--- src/rtl/basket_controller_if.sv ---
// Terminal-to-basket bus: request pulses, result status and display read port.
// master = terminal/state machine side, slave = basket_controller.
interface basket_controller_if #(
  parameter int TOTAL_W = 16
);
  logic               RSTN_Pulse;
  logic               Enable_Pulse;
  logic               Cancel_Pulse;
  logic [3:0]         ProductID_in;
  logic [3:0]         Quantity_in;
  logic [3:0]         Read_Index;
  logic [3:0]         BasketProductNum;
  logic [TOTAL_W-1:0] TotalPrice;
  logic               Busy;
  logic               Done;
  logic               Error;
  logic [3:0]         Read_ProductID;
  logic [3:0]         Read_Quantity;

  modport master (
    output RSTN_Pulse, Enable_Pulse, Cancel_Pulse,
    output ProductID_in, Quantity_in, Read_Index,
    input  BasketProductNum, TotalPrice,
    input  Busy, Done, Error,
    input  Read_ProductID, Read_Quantity
  );

  modport slave (
    input  RSTN_Pulse, Enable_Pulse, Cancel_Pulse,
    input  ProductID_in, Quantity_in, Read_Index,
    output BasketProductNum, TotalPrice,
    output Busy, Done, Error,
    output Read_ProductID, Read_Quantity
  );
endinterface

--- src/rtl/basket_controller.sv ---
// Shopping basket: up to MAX_ENTRIES {id,qty} slots, running total price.
// Ports: CLOCK_50, RESET_N (async low), bus (slave: pulses in, status/read out).
module basket_controller #(
  parameter int MAX_ENTRIES  = 8,
  parameter int NUM_PRODUCTS = 12,
  parameter int TOTAL_W      = 16
) (
  input  logic                CLOCK_50,
  input  logic                RESET_N,
  basket_controller_if.slave  bus
);

  localparam int IW = $clog2(MAX_ENTRIES);
  localparam int AW = TOTAL_W + 16;
  localparam logic [3:0] MAXC = 4'(MAX_ENTRIES);
  localparam logic [4:0] NPROD = 5'(NUM_PRODUCTS);
  localparam logic [AW-1:0] TMAX =
    {{16{1'b0}}, {TOTAL_W{1'b1}}};

  typedef enum logic [2:0] {
    IDLE, SCAN, COMMIT, SHIFT, TOTAL
  } state_t;

  function automatic logic [7:0] price(
    input logic [3:0] id
  );
    return 8'd10 + 8'd5 * {4'd0, id};
  endfunction

  state_t        state_q;
  logic          add_q;
  logic          found_q;
  logic [3:0]    id_q;
  logic [3:0]    qty_q;
  logic [3:0]    idx_q;
  logic [3:0]    k_q;
  logic [3:0]    count_q;
  logic [3:0]    slot_id_q  [MAX_ENTRIES];
  logic [3:0]    slot_qty_q [MAX_ENTRIES];
  logic [AW-1:0] acc_q;
  logic [TOTAL_W-1:0] total_q;
  logic          busy_q;
  logic          done_q;
  logic          err_q;

  logic [IW-1:0] idx_s;
  logic [IW-1:0] k_s;
  logic [IW-1:0] k1_s;
  logic [IW-1:0] cnt_s;
  logic [IW-1:0] rd_s;
  logic          scan_end;
  logic          scan_hit;
  logic [4:0]    sum5;
  logic [3:0]    sat_qty;
  logic [11:0]   term;
  logic          rd_hit;

  assign idx_s = idx_q[IW-1:0];
  assign k_s   = k_q[IW-1:0];
  assign k1_s  = IW'(k_q + 4'd1);
  assign cnt_s = count_q[IW-1:0];
  assign rd_s  = bus.Read_Index[IW-1:0];

  // End-of-list is tested first so slot contents past count never match.
  assign scan_end = (idx_q == count_q);
  assign scan_hit = !scan_end && (slot_id_q[idx_s] == id_q);

  assign sum5    = {1'b0, slot_qty_q[k_s]} + {1'b0, qty_q};
  assign sat_qty = sum5[4] ? 4'hF : sum5[3:0];

  assign term = {8'd0, slot_qty_q[idx_s]} *
                {4'd0, price(slot_id_q[idx_s])};

  assign rd_hit = (bus.Read_Index < count_q);

  assign bus.Read_ProductID   = rd_hit ? slot_id_q[rd_s]  : 4'hF;
  assign bus.Read_Quantity    = rd_hit ? slot_qty_q[rd_s] : 4'h0;
  assign bus.BasketProductNum = count_q;
  assign bus.TotalPrice       = total_q;
  assign bus.Busy             = busy_q;
  assign bus.Done             = done_q;
  assign bus.Error            = err_q;

  always_ff @(posedge CLOCK_50 or negedge RESET_N) begin
    if (!RESET_N) begin
      state_q <= IDLE;
      add_q   <= 1'b0;
      found_q <= 1'b0;
      id_q    <= 4'h0;
      qty_q   <= 4'h0;
      idx_q   <= 4'h0;
      k_q     <= 4'h0;
      count_q <= 4'h0;
      acc_q   <= '0;
      total_q <= '0;
      busy_q  <= 1'b0;
      done_q  <= 1'b0;
      err_q   <= 1'b0;
      for (int i = 0; i < MAX_ENTRIES; i++) begin
        slot_id_q[i]  <= 4'hF;
        slot_qty_q[i] <= 4'h0;
      end
    end else if (!bus.RSTN_Pulse) begin
      state_q <= IDLE;
      add_q   <= 1'b0;
      found_q <= 1'b0;
      id_q    <= 4'h0;
      qty_q   <= 4'h0;
      idx_q   <= 4'h0;
      k_q     <= 4'h0;
      count_q <= 4'h0;
      acc_q   <= '0;
      total_q <= '0;
      busy_q  <= 1'b0;
      done_q  <= 1'b0;
      err_q   <= 1'b0;
      for (int i = 0; i < MAX_ENTRIES; i++) begin
        slot_id_q[i]  <= 4'hF;
        slot_qty_q[i] <= 4'h0;
      end
    end else begin
      done_q <= 1'b0;
      err_q  <= 1'b0;
      unique case (state_q)
        IDLE: begin
          // Cancel outranks a simultaneous enable.
          if (bus.Cancel_Pulse) begin
            add_q <= 1'b0;
            id_q  <= bus.ProductID_in;
            if (count_q == 4'd0) begin
              err_q <= 1'b1;
            end else begin
              busy_q  <= 1'b1;
              idx_q   <= 4'd0;
              state_q <= SCAN;
            end
          end else if (bus.Enable_Pulse) begin
            add_q <= 1'b1;
            id_q  <= bus.ProductID_in;
            qty_q <= bus.Quantity_in;
            if (bus.Quantity_in == 4'd0 ||
                {1'b0, bus.ProductID_in} >= NPROD) begin
              err_q <= 1'b1;
            end else begin
              busy_q  <= 1'b1;
              idx_q   <= 4'd0;
              state_q <= SCAN;
            end
          end
        end
        SCAN: begin
          if (scan_end) begin
            found_q <= 1'b0;
            state_q <= COMMIT;
          end else if (scan_hit) begin
            found_q <= 1'b1;
            k_q     <= idx_q;
            state_q <= COMMIT;
          end else begin
            idx_q <= idx_q + 4'd1;
          end
        end
        COMMIT: begin
          if (add_q) begin
            if (found_q) begin
              slot_qty_q[k_s] <= sat_qty;
              idx_q   <= 4'd0;
              acc_q   <= '0;
              state_q <= TOTAL;
            end else if (count_q < MAXC) begin
              slot_id_q[cnt_s]  <= id_q;
              slot_qty_q[cnt_s] <= qty_q;
              count_q <= count_q + 4'd1;
              idx_q   <= 4'd0;
              acc_q   <= '0;
              state_q <= TOTAL;
            end else begin
              err_q   <= 1'b1;
              busy_q  <= 1'b0;
              state_q <= IDLE;
            end
          end else if (found_q) begin
            state_q <= SHIFT;
          end else begin
            err_q   <= 1'b1;
            busy_q  <= 1'b0;
            state_q <= IDLE;
          end
        end
        SHIFT: begin
          // Close the gap one slot per cycle; the tail slot is cleared last.
          if (k_q == count_q - 4'd1) begin
            slot_id_q[k_s]  <= 4'hF;
            slot_qty_q[k_s] <= 4'h0;
            count_q <= count_q - 4'd1;
            idx_q   <= 4'd0;
            acc_q   <= '0;
            state_q <= TOTAL;
          end else begin
            slot_id_q[k_s]  <= slot_id_q[k1_s];
            slot_qty_q[k_s] <= slot_qty_q[k1_s];
            k_q <= k_q + 4'd1;
          end
        end
        TOTAL: begin
          if (scan_end) begin
            total_q <= (acc_q > TMAX) ? {TOTAL_W{1'b1}}
                                      : acc_q[TOTAL_W-1:0];
            done_q  <= 1'b1;
            busy_q  <= 1'b0;
            state_q <= IDLE;
          end else begin
            acc_q <= acc_q + {{(AW-12){1'b0}}, term};
            idx_q <= idx_q + 4'd1;
          end
        end
        default: state_q <= IDLE;
      endcase
    end
  end

endmodule

--- src/flat_wrapper.sv ---
// flat-port wrapper written by rule: the top's interface ports become plain ports
module basket_controller_flat 
#(
  parameter int MAX_ENTRIES  = 8,
  parameter int NUM_PRODUCTS = 12,
  parameter int TOTAL_W      = 16
)
  (CLOCK_50, RESET_N, bus_RSTN_Pulse, bus_Enable_Pulse, bus_Cancel_Pulse, bus_ProductID_in, bus_Quantity_in, bus_Read_Index, bus_BasketProductNum, bus_TotalPrice, bus_Busy, bus_Done, bus_Error, bus_Read_ProductID, bus_Read_Quantity);
  basket_controller_if #(.TOTAL_W(TOTAL_W)) bus_i ();
  input  logic CLOCK_50;
  input  logic RESET_N;
  input wire logic [$bits(bus_i.RSTN_Pulse)-1:0] bus_RSTN_Pulse;
  input wire logic [$bits(bus_i.Enable_Pulse)-1:0] bus_Enable_Pulse;
  input wire logic [$bits(bus_i.Cancel_Pulse)-1:0] bus_Cancel_Pulse;
  input wire logic [$bits(bus_i.ProductID_in)-1:0] bus_ProductID_in;
  input wire logic [$bits(bus_i.Quantity_in)-1:0] bus_Quantity_in;
  input wire logic [$bits(bus_i.Read_Index)-1:0] bus_Read_Index;
  output wire logic [$bits(bus_i.BasketProductNum)-1:0] bus_BasketProductNum;
  output wire logic [$bits(bus_i.TotalPrice)-1:0] bus_TotalPrice;
  output wire logic [$bits(bus_i.Busy)-1:0] bus_Busy;
  output wire logic [$bits(bus_i.Done)-1:0] bus_Done;
  output wire logic [$bits(bus_i.Error)-1:0] bus_Error;
  output wire logic [$bits(bus_i.Read_ProductID)-1:0] bus_Read_ProductID;
  output wire logic [$bits(bus_i.Read_Quantity)-1:0] bus_Read_Quantity;
  assign bus_i.RSTN_Pulse = bus_RSTN_Pulse;
  assign bus_i.Enable_Pulse = bus_Enable_Pulse;
  assign bus_i.Cancel_Pulse = bus_Cancel_Pulse;
  assign bus_i.ProductID_in = bus_ProductID_in;
  assign bus_i.Quantity_in = bus_Quantity_in;
  assign bus_i.Read_Index = bus_Read_Index;
  assign bus_BasketProductNum = bus_i.BasketProductNum;
  assign bus_TotalPrice = bus_i.TotalPrice;
  assign bus_Busy = bus_i.Busy;
  assign bus_Done = bus_i.Done;
  assign bus_Error = bus_i.Error;
  assign bus_Read_ProductID = bus_i.Read_ProductID;
  assign bus_Read_Quantity = bus_i.Read_Quantity;
  basket_controller #(.MAX_ENTRIES(MAX_ENTRIES), .NUM_PRODUCTS(NUM_PRODUCTS), .TOTAL_W(TOTAL_W)) u_core (.CLOCK_50(CLOCK_50), .RESET_N(RESET_N), .bus(bus_i));
endmodule
--- config.mk ---
export PLATFORM = sky130hd
export DESIGN_NAME = basket_controller_flat
export DESIGN_NICKNAME = d
export VERILOG_FILES = /design/src/rtl/basket_controller_if.sv /design/src/rtl/basket_controller.sv /design/src/flat_wrapper.sv
export SDC_FILE = /design/constraint.sdc
export NUM_CORES = 1
export LEC_CHECK = 0
export CAP_MARGIN = 20
export CELL_PAD_IN_SITES_DETAIL_PLACEMENT = 2
export CELL_PAD_IN_SITES_GLOBAL_PLACEMENT = 2
export CORE_MARGIN = 2
export CORE_UTILIZATION = 36
export CTS_CLUSTER_DIAMETER = 40
export DETAILED_ROUTE_END_ITERATION = 12
export GPL_TIMING_DRIVEN = 0
export PLACE_DENSITY = 0.78
export RECOVER_POWER = 50
export SLEW_MARGIN = 5
export SYNTH_ARGS = -nofsm -noshare
export SYNTH_HDL_FRONTEND = slang
export SYNTH_SLANG_ARGS = --single-unit
--- constraint.sdc ---
create_clock -name CLOCK_50 -period 5.5 [get_ports CLOCK_50]
set_input_delay 1.65 -clock CLOCK_50 [delete_from_list [all_inputs] [get_ports CLOCK_50]]
set_output_delay 1.65 -clock CLOCK_50 [all_outputs]
set_load 0.02 [all_outputs]
; After elaboration in Yosys (flattened, before gate mapping)
; Cells that the tools add are included.
[word_totals]
input_bits = 17
wordCells = 247
out_inout_bits = 31
ff_bits = 140
[op_classes]
n_mux = 134
mul = 2
reduce_logical = 20
bitwise = 8
eq_ne = 36
add_sub_neg = 7
order_cmp = 11
[ops]
columns = operator, count
row1 = two-way mux 32 bit, 16
row2 = two-way mux 4 bit, 48
row3 = bitwise mux 32 bit, 5
row4 = case mux 32 bit (2 select lines), 2
row5 = case mux 32 bit (3 select lines), 1
row6 = binary-select mux 4 bit (select 3 bit), 7
row7 = two-way mux 16 bit, 4
row8 = two-way mux 3 bit, 12
row9 = adder 32 x 12 -> 32 bit, 1
row10 = bitwise AND 32 bit, 1
row11 = > comparator 32 x 16 -> 1 bit (second input constant), 1
row12 = inverter 32 bit, 1
row13 = OR 32 bit, 1
row14 = two-way mux 1 bit, 30
row15 = demux 4 bit (select 3 bit), 2
row16 = >= comparator 4 bit (second input constant), 6
row17 = inverter 3 -> 4 bit, 5
row18 = case mux 4 bit (5 select lines), 1
row19 = != test 4 bit (second input constant), 4
row20 = case mux 4 bit (2 select lines), 2
row21 = != test 3 x 2 -> 1 bit (second input constant), 5
row22 = != test 3 bit (second input constant), 5
row23 = case mux 3 bit (5 select lines), 1
row24 = adder 4 x 1 -> 4 bit (second input constant), 3
row25 = other kinds (33), 54

; Logic depth before layout (Yosys ltp)
[depth]
ltp_word = 11
ltp_mapped = 29
depth_no_buf = 26

; Worst setup path before layout
; Ideal clock, no wire load.
[synth_timing]
path_type = register to register
startpoint = register u_core.idx_q[0]
endpoint = register u_core.acc_q[10]
stages_incl_launch_ff = 27
n_path_buf = 2
t_required_ns = 5.417
arrival_time_ns = 5.999
setup_slack_ns = -0.582
cell_sequence = dfrtp_1 -> buf_6 -> buf_6 -> mux2i_1 -> a22o_1 -> nor2_1 -> ha_1 -> inv_1 -> fa_1 -> inv_1 -> ha_1 -> a31oi_1 -> xor2_1 -> xnor2_1 -> nor2_1 -> fa_1 -> fa_1 -> inv_1 -> fa_1 -> inv_1 -> ha_1 -> o21ai_0 -> o221ai_1 -> a21oi_1 -> or4b_2 -> and3_1 -> o21ai_0
[synth_via]
elab_chain_cells = 11
[synth_rtl]
columns = element, line_no
row1 = "start, declared", basket_controller.sv:35  ; logic [3:0] idx_q;
row2 = "start signal, assigned", basket_controller.sv:160  ; idx_q <= idx_q + 4'd1;
row3 = "start signal, assigned", basket_controller.sv:214  ; idx_q <= idx_q + 4'd1;
row4 = inverter 3 -> 4 bit (implied by the code), "basket_controller.sv:71, basket_controller.sv:72"
row5 = binary-select mux 4 bit (select 3 bit), basket_controller.sv:72  ; {4'd0, price(slot_id_q[idx_s])};
row6 = two-way mux 4 bit (implied by the code) (2 in a row), basket_controller.sv:72
row7 = multiplier 3 x 4 -> 7 bit, basket_controller.sv:27  ; return 8'd10 + 8'd5 * {4'd0, id};
row8 = adder 4 x 7 -> 8 bit, basket_controller.sv:27
row9 = multiplier 4 x 8 -> 12 bit, basket_controller.sv:71  ; assign term = {8'd0, slot_qty_q[idx_s]} *
row10 = adder 32 x 12 -> 32 bit, basket_controller.sv:213  ; acc_q <= acc_q + {{(AW-12){1'b0}}, term};
row11 = two-way mux 32 bit, basket_controller.sv:206  ; if (scan_end) begin
row12 = case mux 32 bit (3 select lines), basket_controller.sv:124  ; unique case (state_q)
row13 = two-way mux 32 bit, basket_controller.sv:103  ; end else if (!bus.RSTN_Pulse) begin
row14 = "end signal, assigned", basket_controller.sv:213
row15 = "end, declared", basket_controller.sv:40  ; logic [AW-1:0] acc_q;
; Parallel ways exist; a longest one is shown, timed or not. The select of a mux whose other input is x is not followed.
; A chain may end at the register's enable or synchronous reset.

; Worst setup path after layout
[layout_timing]
startpoint = register u_core.idx_q[0]
endpoint = register u_core.acc_q[22]
; Same word-level chain as after synthesis.

==> flow_metrics.tcl <==
set metrics [dict create \
    outcome "finished with violations" \
    violations "max-capacitance violations, max-slew violations, negative setup slack" \
    ys_types 74 \
    fin_crit_ns 6.21 \
    grt_max_degree 106 \
    crit_arrival_ns 6.52 \
    fin_skew_ns 0.0117 \
    synthMuxAreaShare 0.125 \
    gr-total-overflow 0 \
    worstMarginPinSlew_ns 2.13 \
    grt_setup_unrepaired "yes" \
    cts.sinks 140 \
    synth.largest_area_cell "dfrtp_1" \
    die_h_um 178 \
    cpMostUsedCell "inv_2" \
    nets 1389 \
    fin_cells 1716 \
    start_util 0.366 \
    startpoint_type "register" \
    yosys_warnings 0 \
    required_ns 5.81 \
    clk_latency_ns 0.45 \
    first_iter_violations 781 \
    pre_cts_slack_ns -1.24 \
    path_clk_slew_ns 0.07 \
    grt_util_all_layers 0.291 \
    endpoint_kind "register" \
    ir_drop_uv 258 \
    route.vias.total 10600 \
    avgViaCountPerCell 6.16 \
    startpoint "u_core.idx_q[0]" \
    drv_slew 143 \
    synth_compound_area_frac 0.217 \
    multiInputGateArea_um2 7210 \
    avgSynthCellArea_um2 9.02 \
    hold_path.class "register to register" \
    critPathBufInv 7 \
    coreArea_um2 29700 \
    syn_inst 1206 \
    dp.cells 1643 \
    cpMaxStageDelayCell "fa_2" \
    finalHoldViolCount 0 \
    ff2ff_path_depth 26 \
    fillCellCount 3176 \
    ys_seq_elements 140 \
    max-cap-violations 2 \
    ioPinCount 48 \
    power_density_nw_per_um2 480 \
    final_common_cell "nand2_1" \
    cts_buffer_depth 2 \
    cts-buffers-inserted 17 \
    synth_edf_count 0 \
    grt_pass1_wl_um 69500 \
    place.detailed.hpwl_um 32200 \
    synthTopCellsByArea "dfrtp_1 25%, mux4_2 8.3%, dfstp_2 7.7%, nand2_1 5.8%, o21ai_0 5.6%" \
    ys_seq_area_frac 0.326 \
    grt_pass1_vias 11800 \
    netlist_area_um2 10900 \
    crit_family "adder cells" \
    die_w_um 178 \
    layout_common_cells "167 x nand2_1, 114 x o21ai_0, 108 x dfrtp_1" \
    r2r-end "u_core.acc_q[22]" \
    post_drt_wl_per_cell_um 26.1 \
    min_to "u_core.bus.TotalPrice[14]" \
    register_area_um2 3540 \
    slowest_delay_ns 0.56 \
    numPortBuffers 46 \
    routed_wl_um 44700 \
    setup_tns_ns -14.16 \
    hold_path_depth 2 \
    antenna_found_initial 0 \
    clock.fmax_mhz 161 \
    drtPass1Iterations 5 \
    timing.hold.ws_ns 0.485 \
    detail-route-antenna-nets 0 \
    synth_adder_area_share 0.0805 \
    synth-simple-area-share 0.175 \
    fp-row-count 63 \
    dieArea_um2 31600 \
    setup_slack_ns -0.706 \
    cts-root-buf "clkbuf_16" \
    period_share 1.13 \
    cts_tree "built" \
    synth_flop_cell "dfrtp_1" \
    cts_htree_levels 4 \
    syn_nets 1281 \
    syn_to_final_growth_pct 21.5 \
    cts-hold-fix-buffers 0 \
    synth_top_family_by_area "compound AO/OA/AOI/OAI gates" \
    diodes 0 \
    drive_gt1_frac 0.191 \
    power.leakage_uw 0.00531 \
    drc 0 \
    synthArstFlopShare 1.00 \
    crit_fanout 6 \
    min_from "u_core.bus.TotalPrice[14]" \
    synth_xor_area_frac 0.0254 \
    path_class "register to register" \
    yosysTopAreaCellShare 0.248 \
    max_slew_margin -0.423 \
    place_congestion 0.906 \
    r2r-start "u_core.idx_q[0]" \
    setup_violations 25 \
    rrSetupSlack_ns -0.71 \
]
through the flow:
stage	total power (µW)	util	area, µm²
floorplan	3460	-	11000
global placement	4290	0.403	12000
detailed placement	4430	0.404	12000
CTS	6160	0.440	13100
global route	6680	0.445	13200
finish	6350	0.445	13200
worst reg2reg max path, cell delays in order, from the launching register on:
cell and delay, ns:
dfrtp_1 0.41, buf_6 0.16, buf_6 0.13, mux2i_2 0.15, a22oi_2 0.27, nand2_2 0.12, inv_2 0.10, ha_4 0.13
inv_2 0.04, fa_2 0.56, inv_4 0.05, a31oi_4 0.21, xor2_2 0.11, xnor2_2 0.27, nor2_2 0.08, fa_1 0.49
fa_1 0.55, inv_2 0.04, fa_1 0.49, inv_2 0.05, ha_4 0.26, o2111ai_2 0.27, o221ai_4 0.17, o221a_4 0.37
o211ai_1 0.25, xor2_1 0.25, nor2_1 0.10
sequential cells by signal, summed over array words and instances (netlist names):
register / cells
u_core.acc_q: 32
u_core.slot_id_q: 32
u_core.slot_qty_q: 32
u_core.bus.TotalPrice: 16
u_core.bus.BasketProductNum: 4
u_core.id_q: 4
u_core.idx_q: 4
u_core.k_q: 4
u_core.qty_q: 4
u_core.state_q: 3
u_core.add_q: 1
u_core.bus.Busy: 1
u_core.bus.Done: 1
u_core.bus.Error: 1
u_core.found_q: 1
how the worst max path moves through the flow:
stage | slack [ns] | cells past startpoint | endpoint
after CTS | -0.56 | 28 | u_core.acc_q[23]
after detailed placement | -1.24 | 27 | u_core.acc_q[23]
final | -0.71 | 26 | u_core.acc_q[22]
after global routing | -0.89 | 26 | u_core.acc_q[10]
after global placement | -3.47 | 1 | u_core.k_q[0]
after floorplan | -0.16 | 26 | u_core.acc_q[14]
cell families (layout without fill, tap and decap cells):
logic type,count (synthesis),in the layout
AOI/OAI and AO/OA,363,363
xor gates and xnor gates,30,30
adders and majority gates,58,58
buffers and inverters,134,254
DFF,140,140
muxes,86,86
and+or+nand+nor,395,395
layout make-up:
type,count,area share
multi-input combinational,932,0.545
sequential,140,0.268
timing repair buffer,89,0.0625
tap,390,0.0369
clock buffer,19,0.0327
buffer,73,0.0267
inverter,61,0.0175
clock inverter,12,0.0107
cell usage after synthesis, drive strengths merged, types with 13 or more instances:
master and number:
dfrtp 108, dfstp 32, a32o 26, xor2 19
a22oi 52, o211ai 13, clkbuf 42, o21ai 139
mux2i 45, nor3 16, nand3 22, fa 20
buf 31, ha 38, inv 60, mux4 40
nand2 170, a21oi 60, nor2 81, or3 15
nor2b 14
where the power goes:
| group | total [µW] | switching, µW | internal (µW) |
|---|---|---|---|
| logic | 3610 | 2070 | 1550 |
| clock network | 1200 | 530 | 670 |
| registers | 1530 | 237 | 1300 |
| total | 6350 | 2830 | 3510 |
what timing repair did:
| item | 4_1_cts | 5_1_grt |
|---|---|---|
| pin swaps | 32 | 30 |
| setup endpoints to repair | 33 | 31 |
| gates cloned | 2 | 0 |
| gates resized for setup | 67 | 24 |
| setup buffers | 29 | 11 |
layer usage:
metal / vias up / GRT usage / part of all wire
li1: 4635 / - / -
met1: 5517 / 0.356 / 0.41
met2: 322 / 0.519 / 0.52
met3: 90 / 0.0356 / 0.042
met4: 0 / 0.112 / 0.031
met5: - / 0 / 0
(Power assumes the default switching activity.)
